$ cat config.mk
export PLATFORM = sky130hd
export DESIGN_NAME = apb_controller_fsm_flat
export DESIGN_NICKNAME = d
export VERILOG_FILES = /design/src/rtl/apb_controller_fsm_if.sv /design/src/rtl/apb_controller_fsm.sv /design/src/flat_wrapper.sv
export SDC_FILE = /design/constraint.sdc
export NUM_CORES = 1
export LEC_CHECK = 0
export BUFFER_PORTS_ARGS = -buffer_cell sky130_fd_sc_hd__buf_2
export CORE_MARGIN = 1.5
export CORE_UTILIZATION = 30
export DETAILED_ROUTE_END_ITERATION = 16
export PLACE_DENSITY = 0.55
export SETUP_SLACK_MARGIN = 0.05
export SYNTH_ARGS = -nofsm -noshare
export SYNTH_HDL_FRONTEND = slang
export SYNTH_SLANG_ARGS = --single-unit
$ cat constraint.sdc
create_clock -name Hclk -period 2.8 [get_ports Hclk]
set_clock_uncertainty 0.15 [all_clocks]
set_input_delay 0.56 -clock Hclk [delete_from_list [all_inputs] [get_ports Hclk]]
set_output_delay 0.56 -clock Hclk [all_outputs]
set_load 0.005 [all_outputs]
$ cat src/rtl/apb_controller_fsm_if.sv
`default_nettype none
// ============================================================================
// Module   : apb_controller_fsm_if
// Brief    : AHB-request / APB-bus bundle for the bridge transfer sequencer.
//            Pready exists only when APB_PREADY_EN is defined.
// Revision : 1.0 - initial release
// ============================================================================
interface apb_controller_fsm_if #(
    parameter int ADDR_WIDTH = 32,
    parameter int DATA_WIDTH = 32,
    parameter int NUM_SLAVES = 3
);
    logic                  Valid;
    logic                  Hwrite;
    logic [ADDR_WIDTH-1:0] Haddr;
    logic [DATA_WIDTH-1:0] Hwdata;
    logic [NUM_SLAVES-1:0] Tempselx;
    logic [DATA_WIDTH-1:0] Prdata;
`ifdef APB_PREADY_EN
    logic                  Pready;
`endif
    logic                  Pwrite;
    logic                  Penable;
    logic [NUM_SLAVES-1:0] Pselx;
    logic [ADDR_WIDTH-1:0] Paddr;
    logic [DATA_WIDTH-1:0] Pwdata;
    logic                  Hreadyout;
    logic [DATA_WIDTH-1:0] Hrdata;

    // Bridge side
    modport slave (
`ifdef APB_PREADY_EN
        input  Pready,
`endif
        input  Valid, Hwrite, Haddr, Hwdata, Tempselx, Prdata,
        output Pwrite, Penable, Pselx, Paddr, Pwdata, Hreadyout, Hrdata
    );

    // Upstream decoder / APB slave side
    modport master (
`ifdef APB_PREADY_EN
        output Pready,
`endif
        output Valid, Hwrite, Haddr, Hwdata, Tempselx, Prdata,
        input  Pwrite, Penable, Pselx, Paddr, Pwdata, Hreadyout, Hrdata
    );
endinterface
`default_nettype wire

$ cat src/rtl/apb_controller_fsm.sv
`default_nettype none
// ============================================================================
// Module   : apb_controller_fsm
// Brief    : AHB-to-APB transfer sequencer (SETUP/ACCESS generation).
//            Optional macro APB_PREADY_EN adds Pready wait-state support.
// Revision : 1.0 - initial release
// ============================================================================
module apb_controller_fsm #(
    parameter int ADDR_WIDTH = 32,
    parameter int DATA_WIDTH = 32,
    parameter int NUM_SLAVES = 3
) (
    input  logic           Hclk,
    input  logic           Hreset,
    apb_controller_fsm_if.slave bus
);

    typedef enum logic [2:0] {
        IDLE    = 3'd0,
        WWAIT   = 3'd1,
        READ    = 3'd2,
        WRITE   = 3'd3,
        RENABLE = 3'd4,
        WENABLE = 3'd5
    } state_t;

    state_t                state;
    state_t                next_state;
    logic                  pready;
    logic                  ready_out;
    logic                  accept;
    logic                  apb_active;
    logic [ADDR_WIDTH-1:0] held_addr;
    logic [NUM_SLAVES-1:0] held_sel;
    logic                  held_write;
    logic [ADDR_WIDTH-1:0] apb_addr;
    logic                  apb_write;
    logic [DATA_WIDTH-1:0] apb_wdata;

`ifdef APB_PREADY_EN
    assign pready = bus.Pready;
`else
    assign pready = 1'b1;
`endif

    always_comb begin
        ready_out = 1'b0;
        case (state)
            IDLE:             ready_out = 1'b1;
            RENABLE, WENABLE: ready_out = pready;
            default:          ready_out = 1'b0;
        endcase
    end

    assign accept = ready_out & bus.Valid & (|bus.Tempselx);

    always_comb begin
        next_state = state;
        case (state)
            IDLE: begin
                if (accept) next_state = bus.Hwrite ? WWAIT : READ;
            end
            WWAIT:   next_state = WRITE;
            READ:    next_state = RENABLE;
            WRITE:   next_state = WENABLE;
            RENABLE, WENABLE: begin
                if (pready) begin
                    if (accept) next_state = bus.Hwrite ? WWAIT : READ;
                    else        next_state = IDLE;
                end
            end
            default: next_state = IDLE;
        endcase
    end

    // APB address/direction/data are registered on entry to SETUP so they
    // keep their previous values through IDLE and WWAIT.
    always_ff @(posedge Hclk) begin
        if (Hreset) begin
            state      <= IDLE;
            held_addr  <= '0;
            held_sel   <= '0;
            held_write <= 1'b0;
            apb_addr   <= '0;
            apb_write  <= 1'b0;
            apb_wdata  <= '0;
        end else begin
            state <= next_state;
            if (accept) begin
                held_addr  <= bus.Haddr;
                held_sel   <= bus.Tempselx;
                held_write <= bus.Hwrite;
            end
            if (next_state == READ) begin
                apb_addr  <= bus.Haddr;
                apb_write <= 1'b0;
            end
            if (state == WWAIT) begin
                apb_addr  <= held_addr;
                apb_write <= held_write;
                apb_wdata <= bus.Hwdata;
            end
        end
    end

    assign apb_active    = (state == READ) || (state == WRITE) ||
                           (state == RENABLE) || (state == WENABLE);
    assign bus.Pselx     = apb_active ? held_sel : '0;
    assign bus.Penable   = (state == RENABLE) || (state == WENABLE);
    assign bus.Paddr     = apb_addr;
    assign bus.Pwrite    = apb_write;
    assign bus.Pwdata    = apb_wdata;
    assign bus.Hreadyout = ready_out;
    assign bus.Hrdata    = ((state == RENABLE) && pready) ? bus.Prdata : '0;

endmodule
`default_nettype wire

$ cat src/flat_wrapper.sv
// flat-port wrapper written by rule: the top's interface ports become plain ports
module apb_controller_fsm_flat 
#(
    parameter int ADDR_WIDTH = 32,
    parameter int DATA_WIDTH = 32,
    parameter int NUM_SLAVES = 3
)
  (Hclk, Hreset, bus_Valid, bus_Hwrite, bus_Haddr, bus_Hwdata, bus_Tempselx, bus_Prdata, bus_Pwrite, bus_Penable, bus_Pselx, bus_Paddr, bus_Pwdata, bus_Hreadyout, bus_Hrdata);
  apb_controller_fsm_if #(.ADDR_WIDTH(ADDR_WIDTH), .DATA_WIDTH(DATA_WIDTH), .NUM_SLAVES(NUM_SLAVES)) bus_i ();
  input  logic Hclk;
  input  logic Hreset;
  input wire logic [$bits(bus_i.Valid)-1:0] bus_Valid;
  input wire logic [$bits(bus_i.Hwrite)-1:0] bus_Hwrite;
  input wire logic [$bits(bus_i.Haddr)-1:0] bus_Haddr;
  input wire logic [$bits(bus_i.Hwdata)-1:0] bus_Hwdata;
  input wire logic [$bits(bus_i.Tempselx)-1:0] bus_Tempselx;
  input wire logic [$bits(bus_i.Prdata)-1:0] bus_Prdata;
  output wire logic [$bits(bus_i.Pwrite)-1:0] bus_Pwrite;
  output wire logic [$bits(bus_i.Penable)-1:0] bus_Penable;
  output wire logic [$bits(bus_i.Pselx)-1:0] bus_Pselx;
  output wire logic [$bits(bus_i.Paddr)-1:0] bus_Paddr;
  output wire logic [$bits(bus_i.Pwdata)-1:0] bus_Pwdata;
  output wire logic [$bits(bus_i.Hreadyout)-1:0] bus_Hreadyout;
  output wire logic [$bits(bus_i.Hrdata)-1:0] bus_Hrdata;
  assign bus_i.Valid = bus_Valid;
  assign bus_i.Hwrite = bus_Hwrite;
  assign bus_i.Haddr = bus_Haddr;
  assign bus_i.Hwdata = bus_Hwdata;
  assign bus_i.Tempselx = bus_Tempselx;
  assign bus_i.Prdata = bus_Prdata;
  assign bus_Pwrite = bus_i.Pwrite;
  assign bus_Penable = bus_i.Penable;
  assign bus_Pselx = bus_i.Pselx;
  assign bus_Paddr = bus_i.Paddr;
  assign bus_Pwdata = bus_i.Pwdata;
  assign bus_Hreadyout = bus_i.Hreadyout;
  assign bus_Hrdata = bus_i.Hrdata;
  apb_controller_fsm #(.ADDR_WIDTH(ADDR_WIDTH), .DATA_WIDTH(DATA_WIDTH), .NUM_SLAVES(NUM_SLAVES)) u_core (.Hclk(Hclk), .Hreset(Hreset), .bus(bus_i));
endmodule
==> flow_summary.ini <==
[status]
outcome = complete, no violations

[pwr]
seq_power_share = 0.467
switching_share = 0.272
combPwrFrac = 0.178
p_int_w = 0.00259
p_leak_nw = 2.79
total_switching_power_w = 0.000965
clkPwrFrac = 0.355
vdd_drop_max_uv = 299
power_density_mw_per_mm2 = 555

[drt]
via_per_inst = 4.66
first_iter_violations = 174
num_vias = 4375
drc = 0
dr.pass1.iters = 4
post_drt_wl_per_cell_um = 14.7
antenna_left = 0
route.final.wire_length_um = 13800

[floorplanning]
die_w_um = 131
die_h_um = 131
start_util = 0.309
num_io_pins = 205
dieArea_mm2 = 0.0173
core_mm2 = 0.0160
row_count = 46

[finish]
syn_to_final_growth_pct = 29.3
final_nets = 821
stdcell_area_mm2 = 0.00640
drive_above_1_share = 0.377

[synthesis]
netlist.area_leader.share = 0.421
syn_area_mm2 = 0.00495
synth-seq-cells = 104
synth_cell_types = 30
synth_fp_nets = 646
syn-mean-instance-area_um2 = 9.12
synth_cells = 543
synth_warnings = 0
netlist_top_cells_area = dfxtp_1 (42%), nand2b_1 (9.1%), a211oi_2 (7.6%), mux2i_1 (7.3%), nand2_1 (4.9%)
yosysTopAreaCell = dfxtp_1
synth_seq_area_share = 0.421

[setup_path]
cp.arrival_ns = 1.79
r2r_cells = 4
rrSetupSlack_ns = 0.61
crit_path_start_kind = register
critical_path.max_fanout = 32
criticalPathCategory = register to output port
reg2reg_to = u_core.bus.Paddr[11]$_SDFFE_PP0P_
crit_end = bus_Hrdata[10]
cp-startpoint = u_core.state[2]$_SDFF_PP0_
required_ns = 2.09
end_kind = output port
reg2reg_from = u_core.state[1]$_SDFF_PP0_

[timing]
period_needed_ns = 2.50
maxSlewViolCount = 0
slew_headroom = 0.346
fmax_ghz = 0.400
finalHoldViolCount = 0
fin_setup_tns_ns = 0
rsz0062_at_grt = false
worst_pin_slew_ns = 0.981
finalCritPeriodShare = 0.893
finalSetupViolCount = 0

[clock_tree]
cts_root_buf = clkbuf_16
cts.repair.resized = 0
htree_levels = 3
hold_buffers = 0
clock-sinks = 104
cts_setup_buffers = 0
clk_latency_ns = 0.35
clk_pin_slew_ns = 0.07
clockBufferDepth = 2
cts_tree = yes
cts_made_buffers = 9

[global_route]
first_global_vias = 4408
grt_usage = 0.161
use_met1 = 0.200
top_usage_layer = met2
grt_pass1_wl_um = 22700
grt_max_degree = 110
grt_use_met3 = 0.0374
grt_overflow = 0
antenna_found_initial = 0
grtUsageMet2 = 0.268

[worst_hold_path]
whs_path_depth = 3
hold_path_class = input pin to register

[job]
drv_cap = 0

[placed_design]
dp_hpwl_um = 9400
gp_congestion = 0.777
port_buffers = 204
dpl_cell_area_mm2 = 0.00611
-- metal layers --
metal,vias up,share of wire
met5,-,0
met4,0,0.021
met3,19,0.051
met2,113,0.49
met1,2052,0.44
li1,2191,-
-- flip-flops by register name, indices dropped and copies added, names as in the netlist --
signal             cells
u_core.bus.Paddr      32
u_core.bus.Pwdata     32
u_core.bus.Pwrite      1
u_core.held_addr      32
u_core.held_sel        3
u_core.held_write      1
u_core.state           3
-- final cells by class --
type / instances / area [um2]
inverter: 2 / 7.51
antenna: 1 / 2.50
sequential: 104 / 2080
multi-input combinational: 387 / 2620
clock buffer: 11 / 233
clock inverter: 4 / 53.8
tap: 216 / 270
timing repair buffer: 214 / 1140
fill: 1694 / 9600
-- cells in the final DEF (no fill, tap or decap), types with 3 or more instances in the layout --
master	instances
nand2b_1	72
a211oi_2	30
nor4_2	10
buf_12	3
and2_1	35
o21bai_1	32
clkbuf_16	9
nand2_1	65
buf_2	203
mux2i_1	36
nor4_1	22
dfxtp_1	104
nor2_1	34
a21oi_1	33
buf_4	8
nor2b_1	3
-- cell families (layout without fill, tap and decap cells) --
logic type | after synthesis | count (layout) | share of synthesized area
AND/OR/NAND/NOR | 250 | 250 | 0.286
XOR/XNOR | 1 | 1 | 0.00177
multiplexers | 36 | 36 | 0.0728
flip-flops | 104 | 104 | 0.421
buffers and inverters | 52 | 231 | 0.0538
other | 0 | 1 | 0
AO/OA/AOI/OAI | 100 | 100 | 0.165
-- critical path: stages (launching register included) --
cell,delay (ns)
dfxtp_1,0.46
nor2b_1,0.19
nor2b_1,0.21
buf_4,0.27
and2_1,0.18
buf_2,0.12
-- worst min path at each step --
stage                                       startpoint  slack, ns                            endpoint
global placement    u_core.bus.Pwdata[21]$_SDFFE_PP0P_       0.29  u_core.bus.Pwdata[21]$_SDFFE_PP0P_
finish                                  bus_Hwdata[26]       0.29  u_core.bus.Pwdata[26]$_SDFFE_PP0P_
floorplan               u_core.held_write$_SDFFE_PP0N_       0.29      u_core.bus.Pwrite$_SDFFE_PP0P_
global route                             bus_Hwdata[5]       0.29   u_core.bus.Pwdata[5]$_SDFFE_PP0P_
CTS                                      bus_Hwdata[5]       0.27   u_core.bus.Pwdata[5]$_SDFFE_PP0P_
detailed placement  u_core.bus.Pwdata[21]$_SDFFE_PP0P_       0.30  u_core.bus.Pwdata[21]$_SDFFE_PP0P_
-- Yosys cell counts --
library cell and number:
a211oi_1 2, nor4_2 10, o21bai_1 32, inv_1 2
nor3_1 2, a211oi_2 30, and2_1 35, o211ai_1 1
a41oi_1 1, clkbuf_1 27, a31oi_1 1, nor4b_2 1
nor3b_4 1, nor2b_1 3, nand2_1 65, xor2_1 1
mux2i_1 36, buf_6 7, or3b_1 2, or3_1 1
nor2_1 34, buf_4 1, nand2b_1 72, nor3_2 1
buf_1 3, buf_2 12, a21oi_1 33, nand2b_4 1
dfxtp_1 104, nor4_1 22
-- power by group through the flow --
stage | combinational [W] | clock (W) | sequential (W)
floorplan | 0.000392 | 0 | 0.00169
global placement | 0.000626 | 0 | 0.00169
detailed placement | 0.000640 | 0 | 0.00169
CTS | 0.000642 | 0.00132 | 0.00166
global route | 0.000702 | 0.00136 | 0.00167
finish | 0.000632 | 0.00126 | 0.00166
-- stage by stage --
stage	hold WS [ns]	worst slack (ns)	util	total power [W]	std cells
4_1_cts	0.275	0.261	0.400	0.00362	938
5_1_grt	0.289	0.113	0.400	0.00374	938
2_1_floorplan	0.287	0.854	-	0.00208	543
6_report	0.294	0.299	0.400	0.00355	939
3_5_place_dp	0.298	0.605	0.382	0.00233	923
3_3_place_gp	0.291	0.641	0.382	0.00231	923
Note: power is estimated with default switching activity, not from simulation.
